$ cat config.mk
export PLATFORM = sky130hd
export DESIGN_NAME = axis_axil_master
export DESIGN_NICKNAME = d
export VERILOG_FILES = /design/src/rtl/axis_axil_master_pkg.sv /design/src/rtl/axis_resp_serializer.sv /design/src/rtl/axis_axil_master.sv
export SDC_FILE = /design/constraint.sdc
export NUM_CORES = 1
export LEC_CHECK = 0
export ABC_AREA = 0
export BUFFER_PORTS_ARGS = -buffer_cell sky130_fd_sc_hd__buf_2
export CORE_ASPECT_RATIO = 0.5
export CORE_MARGIN = 1
export CORE_UTILIZATION = 36
export DETAILED_ROUTE_END_ITERATION = 8
export PLACE_DENSITY = 0.55
export RECOVER_POWER = 25
export SYNTH_ARGS = -nofsm -noshare
export SYNTH_HDL_FRONTEND = slang
export SYNTH_SLANG_ARGS = --single-unit
export TNS_END_PERCENT = 50
$ cat constraint.sdc
create_clock -name clk_i -period 6.6 [get_ports clk_i]
set_clock_uncertainty 0.2 [all_clocks]
set_input_delay 1.32 -clock clk_i [delete_from_list [all_inputs] [get_ports clk_i]]
set_output_delay 1.32 -clock clk_i [all_outputs]
set_load 0.005 [all_outputs]
$ cat src/rtl/axis_axil_master_pkg.sv
// rtl/axis_axil_master_pkg.sv - opcodes, status layout and FSM states for axis_axil_master
package axis_axil_master_pkg;

    localparam logic [7:0] OP_WRITE      = 8'h01;
    localparam logic [7:0] OP_READ       = 8'h02;
    localparam logic [7:0] OP_WRITE_STRB = 8'h03;

    localparam int ST_FRAME_ERR = 7;
    localparam int ST_RESP_LSB  = 0;

    localparam logic [7:0] ERR_STATUS = 8'(1 << ST_FRAME_ERR);

    typedef enum logic [3:0] {
        IDLE,
        ADDR,
        DATA,
        AXI_W,
        AXI_B,
        AXI_AR,
        AXI_R,
        RESP,
        DRAIN,
        ERR
    } state_t;

    // Status byte for a completed AXI transaction: frame error clear, resp in the low bits.
    function automatic logic [7:0] resp_status(input logic [1:0] resp);
        return 8'(resp) << ST_RESP_LSB;
    endfunction

    // WRITE_STRB is only legal when the strobe feature is built in.
    function automatic logic op_is_legal(input logic [7:0] op, input logic strb_en);
        return (op == OP_WRITE) || (op == OP_READ) || (strb_en && (op == OP_WRITE_STRB));
    endfunction

endpackage

$ cat src/rtl/axis_resp_serializer.sv
// rtl/axis_resp_serializer.sv - shifts a {status, data} word out as a byte stream
//
// Ports:
//   clk_i, rst_i             clock, asynchronous active-high reset
//   load                     capture load_status/load_data and start sending load_count bytes
//   load_status, load_data   first byte, then NB data bytes (MSB first)
//   load_count               number of bytes to send (1 .. NB+1)
//   tdata/tvalid/tready/tlast  byte stream out, tlast on the final byte
module axis_resp_serializer
    #(
        parameter int NB = 4
    ) (
        input  logic            clk_i,
        input  logic            rst_i,
        input  logic            load,
        input  logic [7:0]      load_status,
        input  logic [8*NB-1:0] load_data,
        input  logic [7:0]      load_count,
        output logic [7:0]      tdata,
        output logic            tvalid,
        input  logic            tready,
        output logic            tlast
    );

    localparam int W = 8 * (NB + 1);

    logic [W-1:0] sr_q;
    logic [7:0]   left_q;
    logic         valid_q;

    always_ff @(posedge clk_i or posedge rst_i) begin
        if (rst_i) begin
            sr_q    <= '0;
            left_q  <= '0;
            valid_q <= 1'b0;
        end else if (load) begin
            sr_q    <= {load_status, load_data};
            left_q  <= load_count;
            valid_q <= 1'b1;
        end else if (valid_q && tready) begin
            if (left_q == 8'd1) begin
                valid_q <= 1'b0;
            end
            sr_q   <= {sr_q[W-9:0], 8'h00};
            left_q <= left_q - 8'd1;
        end
    end

    assign tdata  = sr_q[W-1 -: 8];
    assign tvalid = valid_q;
    assign tlast  = valid_q && (left_q == 8'd1);

endmodule

$ cat src/rtl/axis_axil_master.sv
// rtl/axis_axil_master.sv - AXI-Lite master driven by a byte-wide command stream
//
// Optional feature macro: AXIL_MASTER_WSTRB_EN (adds opcode 0x03 WRITE_STRB with a trailing strobe byte).
//
// Ports:
//   clk_i, rst_i                 clock, asynchronous active-high reset
//   s_axis_t*                    command bytes in: opcode, address MSB first, write data MSB first
//   m_axis_t*                    response bytes out: status, then read data MSB first
//   m_axil_aw*/w*/b*/ar*/r*      AXI-Lite master channels, prot fixed at 3'b000
module axis_axil_master
    import axis_axil_master_pkg::*;
    #(
        parameter int AXIL_ADDR_WIDTH = 32,
        parameter int AXIL_DATA_WIDTH = 32,
        parameter int AXIS_DATA_WIDTH = 8
    ) (
        input  logic                         clk_i,
        input  logic                         rst_i,
        input  logic [AXIS_DATA_WIDTH-1:0]   s_axis_tdata,
        input  logic                         s_axis_tvalid,
        output logic                         s_axis_tready,
        input  logic                         s_axis_tlast,
        output logic [AXIS_DATA_WIDTH-1:0]   m_axis_tdata,
        output logic                         m_axis_tvalid,
        input  logic                         m_axis_tready,
        output logic                         m_axis_tlast,
        output logic [AXIL_ADDR_WIDTH-1:0]   m_axil_awaddr,
        output logic [2:0]                   m_axil_awprot,
        output logic                         m_axil_awvalid,
        input  logic                         m_axil_awready,
        output logic [AXIL_DATA_WIDTH-1:0]   m_axil_wdata,
        output logic [AXIL_DATA_WIDTH/8-1:0] m_axil_wstrb,
        output logic                         m_axil_wvalid,
        input  logic                         m_axil_wready,
        input  logic [1:0]                   m_axil_bresp,
        input  logic                         m_axil_bvalid,
        output logic                         m_axil_bready,
        output logic [AXIL_ADDR_WIDTH-1:0]   m_axil_araddr,
        output logic [2:0]                   m_axil_arprot,
        output logic                         m_axil_arvalid,
        input  logic                         m_axil_arready,
        input  logic [AXIL_DATA_WIDTH-1:0]   m_axil_rdata,
        input  logic [1:0]                   m_axil_rresp,
        input  logic                         m_axil_rvalid,
        output logic                         m_axil_rready
    );

    localparam int NA = AXIL_ADDR_WIDTH / 8;
    localparam int NB = AXIL_DATA_WIDTH / 8;
    localparam logic [7:0] NA_LAST    = 8'(NA - 1);
    localparam logic [7:0] NB_LAST    = 8'(NB - 1);
    localparam logic [7:0] NB_CNT     = 8'(NB);
    localparam logic [7:0] READ_BYTES = 8'(NB + 1);
`ifdef AXIL_MASTER_WSTRB_EN
    localparam logic STRB_EN = 1'b1;
`else
    localparam logic STRB_EN = 1'b0;
`endif

    if (AXIS_DATA_WIDTH != 8 || (AXIL_ADDR_WIDTH % 8) != 0 || (AXIL_DATA_WIDTH % 8) != 0) begin : g_bad_params
        $error("axis_axil_master: stream width must be 8 and AXI-Lite widths multiples of 8");
    end

    state_t state, state_nxt;

    logic [7:0]                 op_q;
    logic [7:0]                 cnt_q;
    logic [AXIL_ADDR_WIDTH-1:0] addr_q;
    logic [AXIL_DATA_WIDTH-1:0] data_q;
    logic                       awvalid_q;
    logic                       wvalid_q;
    logic                       ready_en_q;

    logic       s_hs;
    logic [7:0] s_byte;
    logic [7:0] data_last;
    logic       field_end;
    logic       frame_last;
    logic       m_hs_last;

    logic                       ser_load;
    logic [7:0]                 ser_status;
    logic [AXIL_DATA_WIDTH-1:0] ser_data;
    logic [7:0]                 ser_count;

    // ready_en_q keeps tready low until the first edge after reset is released.
    assign s_axis_tready = ready_en_q && (state inside {IDLE, ADDR, DATA, DRAIN});
    assign s_hs          = s_axis_tvalid && s_axis_tready;
    assign s_byte        = s_axis_tdata[7:0];
    assign m_hs_last     = m_axis_tvalid && m_axis_tready && m_axis_tlast;

    // WRITE_STRB carries one extra byte after the data field.
    assign data_last  = (STRB_EN && (op_q == OP_WRITE_STRB)) ? NB_CNT : NB_LAST;
    assign field_end  = (state == ADDR) && (cnt_q == NA_LAST);
    assign frame_last = (field_end && (op_q == OP_READ)) || ((state == DATA) && (cnt_q == data_last));

    always_ff @(posedge clk_i or posedge rst_i) begin
        if (rst_i) begin
            state <= IDLE;
        end else begin
            state <= state_nxt;
        end
    end

    always_comb begin
        state_nxt      = state;
        m_axil_bready  = 1'b0;
        m_axil_rready  = 1'b0;
        m_axil_arvalid = 1'b0;
        ser_load       = 1'b0;
        ser_status     = '0;
        ser_data       = '0;
        ser_count      = 8'd1;
        case (state)
            IDLE: begin
                if (s_hs) begin
                    if (s_axis_tlast) begin
                        state_nxt = ERR;
                    end else if (op_is_legal(s_byte, STRB_EN)) begin
                        state_nxt = ADDR;
                    end else begin
                        state_nxt = DRAIN;
                    end
                end
            end
            ADDR, DATA: begin
                if (s_hs) begin
                    if (frame_last) begin
                        if (!s_axis_tlast) begin
                            state_nxt = DRAIN;
                        end else begin
                            state_nxt = (op_q == OP_READ) ? AXI_AR : AXI_W;
                        end
                    end else if (s_axis_tlast) begin
                        state_nxt = ERR;
                    end else if (field_end) begin
                        state_nxt = DATA;
                    end
                end
            end
            DRAIN: begin
                if (s_hs && s_axis_tlast) begin
                    state_nxt = ERR;
                end
            end
            AXI_W: begin
                // Leave once neither channel still has an unaccepted beat.
                if (!(awvalid_q && !m_axil_awready) && !(wvalid_q && !m_axil_wready)) begin
                    state_nxt = AXI_B;
                end
            end
            AXI_B: begin
                m_axil_bready = 1'b1;
                if (m_axil_bvalid) begin
                    state_nxt  = RESP;
                    ser_load   = 1'b1;
                    ser_status = resp_status(m_axil_bresp);
                end
            end
            AXI_AR: begin
                m_axil_arvalid = 1'b1;
                if (m_axil_arready) begin
                    state_nxt = AXI_R;
                end
            end
            AXI_R: begin
                m_axil_rready = 1'b1;
                if (m_axil_rvalid) begin
                    state_nxt  = RESP;
                    ser_load   = 1'b1;
                    ser_status = resp_status(m_axil_rresp);
                    ser_data   = m_axil_rdata;
                    ser_count  = READ_BYTES;
                end
            end
            RESP, ERR: begin
                if (m_hs_last) begin
                    state_nxt = IDLE;
                end
            end
            default: state_nxt = IDLE;
        endcase
        if (state_nxt == ERR && state != ERR) begin
            ser_load   = 1'b1;
            ser_status = ERR_STATUS;
            ser_count  = 8'd1;
        end
    end

    always_ff @(posedge clk_i or posedge rst_i) begin
        if (rst_i) begin
            op_q       <= '0;
            cnt_q      <= '0;
            addr_q     <= '0;
            data_q     <= '0;
            awvalid_q  <= 1'b0;
            wvalid_q   <= 1'b0;
            ready_en_q <= 1'b0;
        end else begin
            ready_en_q <= 1'b1;
            if (state == IDLE && s_hs) begin
                op_q  <= s_byte;
                cnt_q <= '0;
            end
            if ((state == ADDR || state == DATA) && s_hs) begin
                if (state == ADDR) begin
                    addr_q <= {addr_q[AXIL_ADDR_WIDTH-9:0], s_byte};
                end else if (cnt_q < NB_CNT) begin
                    data_q <= {data_q[AXIL_DATA_WIDTH-9:0], s_byte};
                end
                cnt_q <= field_end ? 8'd0 : cnt_q + 8'd1;
            end
            if (state != AXI_W && state_nxt == AXI_W) begin
                awvalid_q <= 1'b1;
                wvalid_q  <= 1'b1;
            end else begin
                if (m_axil_awready) begin
                    awvalid_q <= 1'b0;
                end
                if (m_axil_wready) begin
                    wvalid_q <= 1'b0;
                end
            end
        end
    end

`ifdef AXIL_MASTER_WSTRB_EN
    logic [NB-1:0] wstrb_q;

    always_ff @(posedge clk_i or posedge rst_i) begin
        if (rst_i) begin
            wstrb_q <= '1;
        end else if (state == IDLE && s_hs) begin
            wstrb_q <= '1;
        end else if (state == DATA && s_hs && cnt_q == NB_CNT) begin
            wstrb_q <= s_byte[NB-1:0];
        end
    end

    assign m_axil_wstrb = wstrb_q;
`else
    assign m_axil_wstrb = '1;
`endif

    assign m_axil_awaddr  = addr_q;
    assign m_axil_araddr  = addr_q;
    assign m_axil_wdata   = data_q;
    assign m_axil_awprot  = 3'b000;
    assign m_axil_arprot  = 3'b000;
    assign m_axil_awvalid = awvalid_q;
    assign m_axil_wvalid  = wvalid_q;

    axis_resp_serializer #(
        .NB (NB)
    ) u_resp (
        .clk_i       (clk_i),
        .rst_i       (rst_i),
        .load        (ser_load),
        .load_status (ser_status),
        .load_data   (ser_data),
        .load_count  (ser_count),
        .tdata       (m_axis_tdata),
        .tvalid      (m_axis_tvalid),
        .tready      (m_axis_tready),
        .tlast       (m_axis_tlast)
    );

endmodule

# [Word-level counts from Yosys, hierarchy flattened]
# Index checks and enable logic that the tools add are counted.
[totals] register_bits=136 in_bits=54 out_inout_bits=122 wordCells=114
[classes] add_sub_neg=2 magnitude_cmp=1 eq_ne=18 mux=46 n_bitwise=1 reduce_logical=35
[op_table] cell="40-bit two-way mux" n=2
[op_table] cell="32-bit two-way mux" n=2
[op_table] cell="4-bit two-way mux" n=14
[op_table] cell="8-bit two-way mux" n=7
[op_table] cell="4-bit one-hot mux with 8 select lines" n=1
[op_table] cell="8-bit by 2-bit equality test with 1-bit output (second input constant)" n=3
[op_table] cell="4-bit by 3-bit equality test with 1-bit output (second input constant)" n=4
[op_table] cell="8-bit by 1-bit equality test with 1-bit output (second input constant)" n=2
[op_table] cell="1-bit logical AND" n=16
[op_table] cell="1-bit two-way mux" n=13
[op_table] cell="4-bit by 2-bit equality test with 1-bit output (second input constant)" n=3
[op_table] cell="4-bit equality test (second input constant)" n=3
[op_table] cell="2-bit nonzero test" n=5
[op_table] cell="3-bit two-way mux" n=3
[op_table] cell="8-bit by 1-bit adder with 8-bit output (second input constant)" n=1
[op_table] cell="8-bit by 3-bit < comparator with 1-bit output (second input constant)" n=1
[op_table] cell="8-bit by 1-bit subtractor with 8-bit output (second input constant)" n=1
[op_table] cell="4-bit by 1-bit equality test with 1-bit output (second input constant)" n=1
[op_table] cell="1-bit zero test" n=4
[op_table] cell="4-bit zero test" n=1
[op_table] cell="2-bit two-way mux" n=2
[op_table] cell="4-bit by 2-bit inequality test with 1-bit output (second input constant)" n=1
[op_table] cell="4-bit inequality test (second input constant)" n=1
[op_table] cell="2-bit one-hot mux with 2 select lines" n=1
[op_table] cell="7 further kinds" n=11

# [Depth between registers and ports, before layout]
[depth] word_depth=12 depth_mapped=11 ltp_nobuf=9

# [Cells and area by module]
# A second synthesis with hierarchy kept.
[hier_totals] cells_unflattened=620 hier_area_um2=6754.0
[by_module_without_submodules] module="axis_axil_master" n_inst=1 cells_each=381 area_each_um2=4414.2 seq_area_each_um2=2177.1
[by_module_without_submodules] module="axis_resp_serializer" n_inst=1 cells_each=239 area_each_um2=2339.7 seq_area_each_um2=1226.2

# [Least setup slack after synthesis]
# Ideal clock, no wire load.
[synth_path] kind="in2reg" start="input port s_axis_tdata[7]" end="register u_resp.sr_q[8]" setup_ps=125 t_arrival_ps=3067 required_ps=6275 path_slack_ps=3209 stages=8 n_path_buf=1 cell_sequence="or4_4 -> nor4_2 -> a2bb2oi_2 -> o21a_4 -> inv_4 -> a31o_4 -> buf_12 -> a2bb2oi_2"
[synth_between] elab_chain_len=10 word_cells_on_any_way=12 cone_classes="3 x eq/ne; 6 x mux; 3 x reduce/logical"
[synth_lines] element="from (decl)" line="axis_axil_master.sv:19" source="input logic [AXIS_DATA_WIDTH-1:0] s_axis_tdata,"
[synth_lines] element="8-bit by 1-bit equality test with 1-bit output or 8-bit by 2-bit equality test with 1-bit output (tied branches)" line="axis_axil_master_pkg.sv:33" source="return (op == OP_WRITE) || (op == OP_READ) || (strb_en && (op == OP_WRITE_STRB));"
[synth_lines] element="1-bit logical OR (*)" line="axis_axil_master_pkg.sv:33"
[synth_lines] element="4-bit two-way mux (*)" line="axis_axil_master.sv:119" source="end else if (op_is_legal(s_byte, STRB_EN)) begin"
[synth_lines] element="4-bit two-way mux (*)" line="axis_axil_master.sv:117" source="if (s_axis_tlast) begin"
[synth_lines] element="4-bit two-way mux (*)" line="axis_axil_master.sv:116" source="if (s_hs) begin"
[synth_lines] element="4-bit one-hot mux with 8 select lines (*)" line="axis_axil_master.sv:114" source="case (state)"
[synth_lines] element="via state_nxt[3]" line="axis_axil_master.sv:64" source="state_t state, state_nxt;"
[synth_lines] element="4-bit equality test (*)" line="axis_axil_master.sv:183" source="if (state_nxt == ERR && state != ERR) begin"
[synth_lines] element="1-bit logical AND (*)" line="axis_axil_master.sv:183"
[synth_lines] element="1-bit two-way mux (*)" line="axis_axil_master.sv:183"
[synth_lines] element="40-bit two-way mux or 2-bit nonzero test (tied branches)"
[synth_lines] element="to (signal assigned)" line="axis_resp_serializer.sv:37" source="sr_q <= {load_status, load_data};"
[synth_lines] element="to (signal assigned)" line="axis_resp_serializer.sv:44" source="sr_q <= {sr_q[W-9:0], 8'h00};"
[synth_lines] element="to (decl)" line="axis_resp_serializer.sv:27" source="logic [W-1:0] sr_q;"
# The timed path passes the listed nets; every way through them passes the cells marked *.
# A chain may end at the register's enable or synchronous reset.

==> report_table.html <==
<table>
<tr><th>Metric</th><th>Value</th></tr>
<tr><th colspan="2">Run status</th></tr>
<tr><td>Run status</td><td>complete, but fails checks</td></tr>
<tr><td>Violated checks</td><td>capacitance limit, slew limit</td></tr>
<tr><th colspan="2">Clocking</th></tr>
<tr><td>Buffer count from post-CTS setup fixing</td><td>0</td></tr>
<tr><td>Clock latency of the later-clocked register in the worst-skew pair</td><td>410 ps</td></tr>
<tr><td>Clock sink count</td><td>136</td></tr>
<tr><td>Post-CTS Hold Buffers</td><td>0</td></tr>
<tr><td>Maximum count of clock buffers along a single path</td><td>2</td></tr>
<tr><td>CTS clock-pin slew for the worst setup and hold paths</td><td>60 ps</td></tr>
<tr><td>TritonCTS clock tree</td><td>yes</td></tr>
<tr><td>Post-cts sizing count</td><td>0</td></tr>
<tr><td>Clock root buffer</td><td>clkbuf_16</td></tr>
<tr><td>Number of buffers inserted during clock tree synthesis</td><td>17</td></tr>
<tr><td>Htree depth</td><td>4</td></tr>
<tr><th colspan="2">Power</th></tr>
<tr><td>Worst-case vdd ir drop</td><td>0.000176 V</td></tr>
<tr><td>Combinational share of power</td><td>36.5%</td></tr>
<tr><td>Design internal power</td><td>0.00223 W</td></tr>
<tr><td>Clock Power Share</td><td>24.3%</td></tr>
<tr><td>Switching power</td><td>0.00128 W</td></tr>
<tr><td>Part of the power in registers</td><td>39.2%</td></tr>
<tr><td>P_leak</td><td>4.01 nW</td></tr>
<tr><td>Switch share</td><td>36.5%</td></tr>
<tr><td>PwrDens</td><td>426 nW/µm²</td></tr>
<tr><th colspan="2">STA</th></tr>
<tr><td>Crit share post-route</td><td>61.3%</td></tr>
<tr><td>Clock period minus final worst setup slack</td><td>4050 ps</td></tr>
<tr><td>Slew @ Worst Pin</td><td>3600 ps</td></tr>
<tr><td>Final setup violating endpoints</td><td>0</td></tr>
<tr><td>Setup slack of the critical path after layout</td><td>2550 ps</td></tr>
<tr><td>Number of max-slew violations in the final report</td><td>83</td></tr>
<tr><td>Number of failing hold endpoints at the final stage</td><td>0</td></tr>
<tr><td>Total negative slack</td><td>0 ps</td></tr>
<tr><td>Maximum operating frequency</td><td>247 MHz</td></tr>
<tr><td>RSZ-0062 raised after global routing</td><td>false</td></tr>
<tr><td>Worst-case headroom to the max-slew limit</td><td>-141%</td></tr>
<tr><th colspan="2">GRT</th></tr>
<tr><td>Busiest layer in global routing</td><td>met2</td></tr>
<tr><td>Via count of the first global-routing pass</td><td>5,189</td></tr>
<tr><td>Met2 global-route usage</td><td>27.3%</td></tr>
<tr><td>Total gr overflow</td><td>0</td></tr>
<tr><td>Largest net degree at the start of global routing</td><td>83</td></tr>
<tr><td>Global routing usage on met1</td><td>22.3%</td></tr>
<tr><td>Global-route wire length before repair</td><td>26.5 mm</td></tr>
<tr><td>GRT Resource Usage Total</td><td>16.9%</td></tr>
<tr><td>Global routing met3 resource utilization</td><td>4.35%</td></tr>
<tr><td>Number of antenna violations at the first check in global routing</td><td>0</td></tr>
<tr><th colspan="2">Floorplan</th></tr>
<tr><td>Count of pins on the block boundary</td><td>176</td></tr>
<tr><td>Die outline width</td><td>200 µm</td></tr>
<tr><td>Num rows</td><td>35</td></tr>
<tr><td>Starting Density</td><td>37.6%</td></tr>
<tr><td>Floorplan die area</td><td>20,200 µm²</td></tr>
<tr><td>Vertical die dimension</td><td>101 µm</td></tr>
<tr><td>Placeable core region</td><td>18,800 µm²</td></tr>
<tr><th colspan="2">Setup path</th></tr>
<tr><td>Maximum net fanout on the critical path</td><td>82</td></tr>
<tr><td>Crit path kind</td><td>in2async</td></tr>
<tr><td>Critical Path Source Type</td><td>input pin</td></tr>
<tr><td>Arr. time, crit path</td><td>4320 ps</td></tr>
<tr><td>Worst endpoint required time</td><td>6870 ps</td></tr>
<tr><td>Worst Setup End Kind</td><td>async pin</td></tr>
<tr><th colspan="2">Logic synthesis</th></tr>
<tr><td>Unique masters post-synth</td><td>61</td></tr>
<tr><td>Yosys Warn Count</td><td>0</td></tr>
<tr><td>Gate count after technology mapping</td><td>641</td></tr>
<tr><td>Synth async-reset ratio</td><td>100%</td></tr>
<tr><td>Netlist area before placement</td><td>7060 µm²</td></tr>
<tr><td>Post-synth EDFFs</td><td>0</td></tr>
<tr><td>Average cell area after synthesis</td><td>11.0 µm²</td></tr>
<tr><td>#FFs+latches synth</td><td>136</td></tr>
<tr><td>Most instantiated flip-flop cell in the synthesis netlist</td><td>dfrtp_1</td></tr>
<tr><td>Sequential fraction of the synthesis area</td><td>48.2%</td></tr>
<tr><th colspan="2">Placed design</th></tr>
<tr><td>Worst slack at placement</td><td>2140 ps</td></tr>
<tr><td>Final GP Congestion</td><td>0.829</td></tr>
<tr><td>Count of input and output buffers</td><td>165</td></tr>
<tr><td>Post-DP HPWL</td><td>11.2 mm</td></tr>
<tr><th colspan="2">Cells and area</th></tr>
<tr><td>ANT cells</td><td>0</td></tr>
<tr><td>P&amp;R area growth vs syn</td><td>16.6%</td></tr>
<tr><td>Leading cell type in the layout, fill and taps excluded</td><td>buf_2</td></tr>
<tr><td>Ratio of cells with drive above 1 in the final layout</td><td>41.7%</td></tr>
<tr><td>Most frequent cells in the layout</td><td>buf_2, dfrtp_1, mux2_2, nor2_1, a21oi_1</td></tr>
<tr><td>Net count, final</td><td>808</td></tr>
<tr><th colspan="2">Route</th></tr>
<tr><td>Final antenna-violating net count</td><td>0</td></tr>
<tr><td>Number of vias after detailed routing</td><td>5,180</td></tr>
<tr><td>First-iteration detailed-routing DRC count</td><td>240</td></tr>
<tr><td>Average via count per standard cell</td><td>5.07</td></tr>
<tr><td>Count of TritonRoute iterations in the first routing pass</td><td>5</td></tr>
<tr><td>Post-detailed-route wirelength per cell</td><td>16.1 µm</td></tr>
<tr><td>DRC violations left</td><td>0</td></tr>
<tr><td>Routed Wire Length</td><td>16.5 mm</td></tr>
<tr><th colspan="2">Min path</th></tr>
<tr><td>Worst min-delay path category</td><td>reg2reg</td></tr>
<tr><th colspan="2">Flow run</th></tr>
<tr><td>Max-capacitance violation count</td><td>1</td></tr>
</table>
registers in the layout, summed over array words and instances, names as in the netlist:
name	cells
m_axil_wvalid	1
m_axil_wdata	32
u_resp.sr_q	40
op_q	8
u_resp.tvalid	1
state	4
u_resp.left_q	8
m_axil_araddr	32
ready_en_q	1
m_axil_awvalid	1
cnt_q	8
critical path, stage by stage:
cell,delay [ps]
buf_2,100
clkinvlp_2,2010
buf_4,840
cells in the mapped netlist, drive strengths merged, types with 9 or more instances:
library cell | count | area, µm²
dfrtp | 136 | 3400
mux2 | 72 | 811
buf | 65 | 509
nor2 | 64 | 248
a21oi | 45 | 225
o21ai | 41 | 239
a2bb2oi | 26 | 372
nand2 | 26 | 97.6
clkbuf | 25 | 93.8
inv | 13 | 51.3
nand3 | 12 | 60.1
nor4 | 9 | 81.3
o221ai | 9 | 78.8
metal layers:
layer	vias up	share of wire, %	wire, µm
met5	-	0	0
met4	0	0.77	127
met3	12	5.6	923
met2	149	47	7660
met1	2578	47	7750
li1	2441	-	-
path summary, 6_finish.rpt:
path	slack (ps)	from	to	depth (start not counted)
worst max-delay path	2550	rst_i	m_axil_wdata[24]	3
worst min-delay path	300	m_axil_wdata[24]	m_axil_wdata[24]	1
worst max register to register	2980	state[1]	u_resp.sr_q[33]	8
worst min register to register	300	m_axil_wdata[24]	m_axil_wdata[24]	1
max in group clk_i	2570	m_axis_tready	u_resp.sr_q[33]	8
min in group asynchronous	1760	rst_i	m_axil_araddr[22]	2
power groups by stage:
stage	logic [W]	clock network [W]	registers, W
after floorplan	0.00107	0	0.00132
after global placement	0.00127	0	0.00139
after detailed placement	0.00129	0	0.00139
after CTS	0.00130	0.000877	0.00138
after global routing	0.00143	0.000917	0.00142
final	0.00128	0.000854	0.00138
through the flow:
step / instance area, µm² / hold slack [ps] / power [W] / utilization, % / instances
floorplan: 7090 / 265 / 0.00239 / - / 650
finish: 8230 / 298 / 0.00351 / 43.8 / 1022
global route: 8230 / 318 / 0.00377 / 43.8 / 1022
global placement: 7710 / 283 / 0.00266 / 41.0 / 991
detailed placement: 7710 / 289 / 0.00268 / 41.0 / 991
CTS: 8240 / 304 / 0.00355 / 43.8 / 1022
cells by family after synthesis:
family / after synthesis / share of synthesized area (%)
AO/OA/AOI/OAI: 148 / 16.5
XOR/XNOR: 8 / 0.993
flip-flops: 136 / 48.2
adder cells (fa/ha/maj): 4 / 0.674
AND/OR/NAND/NOR: 160 / 11.6
multiplexers: 79 / 12.5
buffers and inverters: 104 / 9.39
other: 2 / 0.106
cell type report:
type | count | area, µm²
clock buffer | 17 | 425
fill | 1794 | 10600
timing repair buffer | 172 | 875
clock inverter | 14 | 104
multi-input combinational | 410 | 3040
sequential | 136 | 3400
tap | 259 | 324
inverter | 14 | 61.3
(Power assumes the default switching activity.)
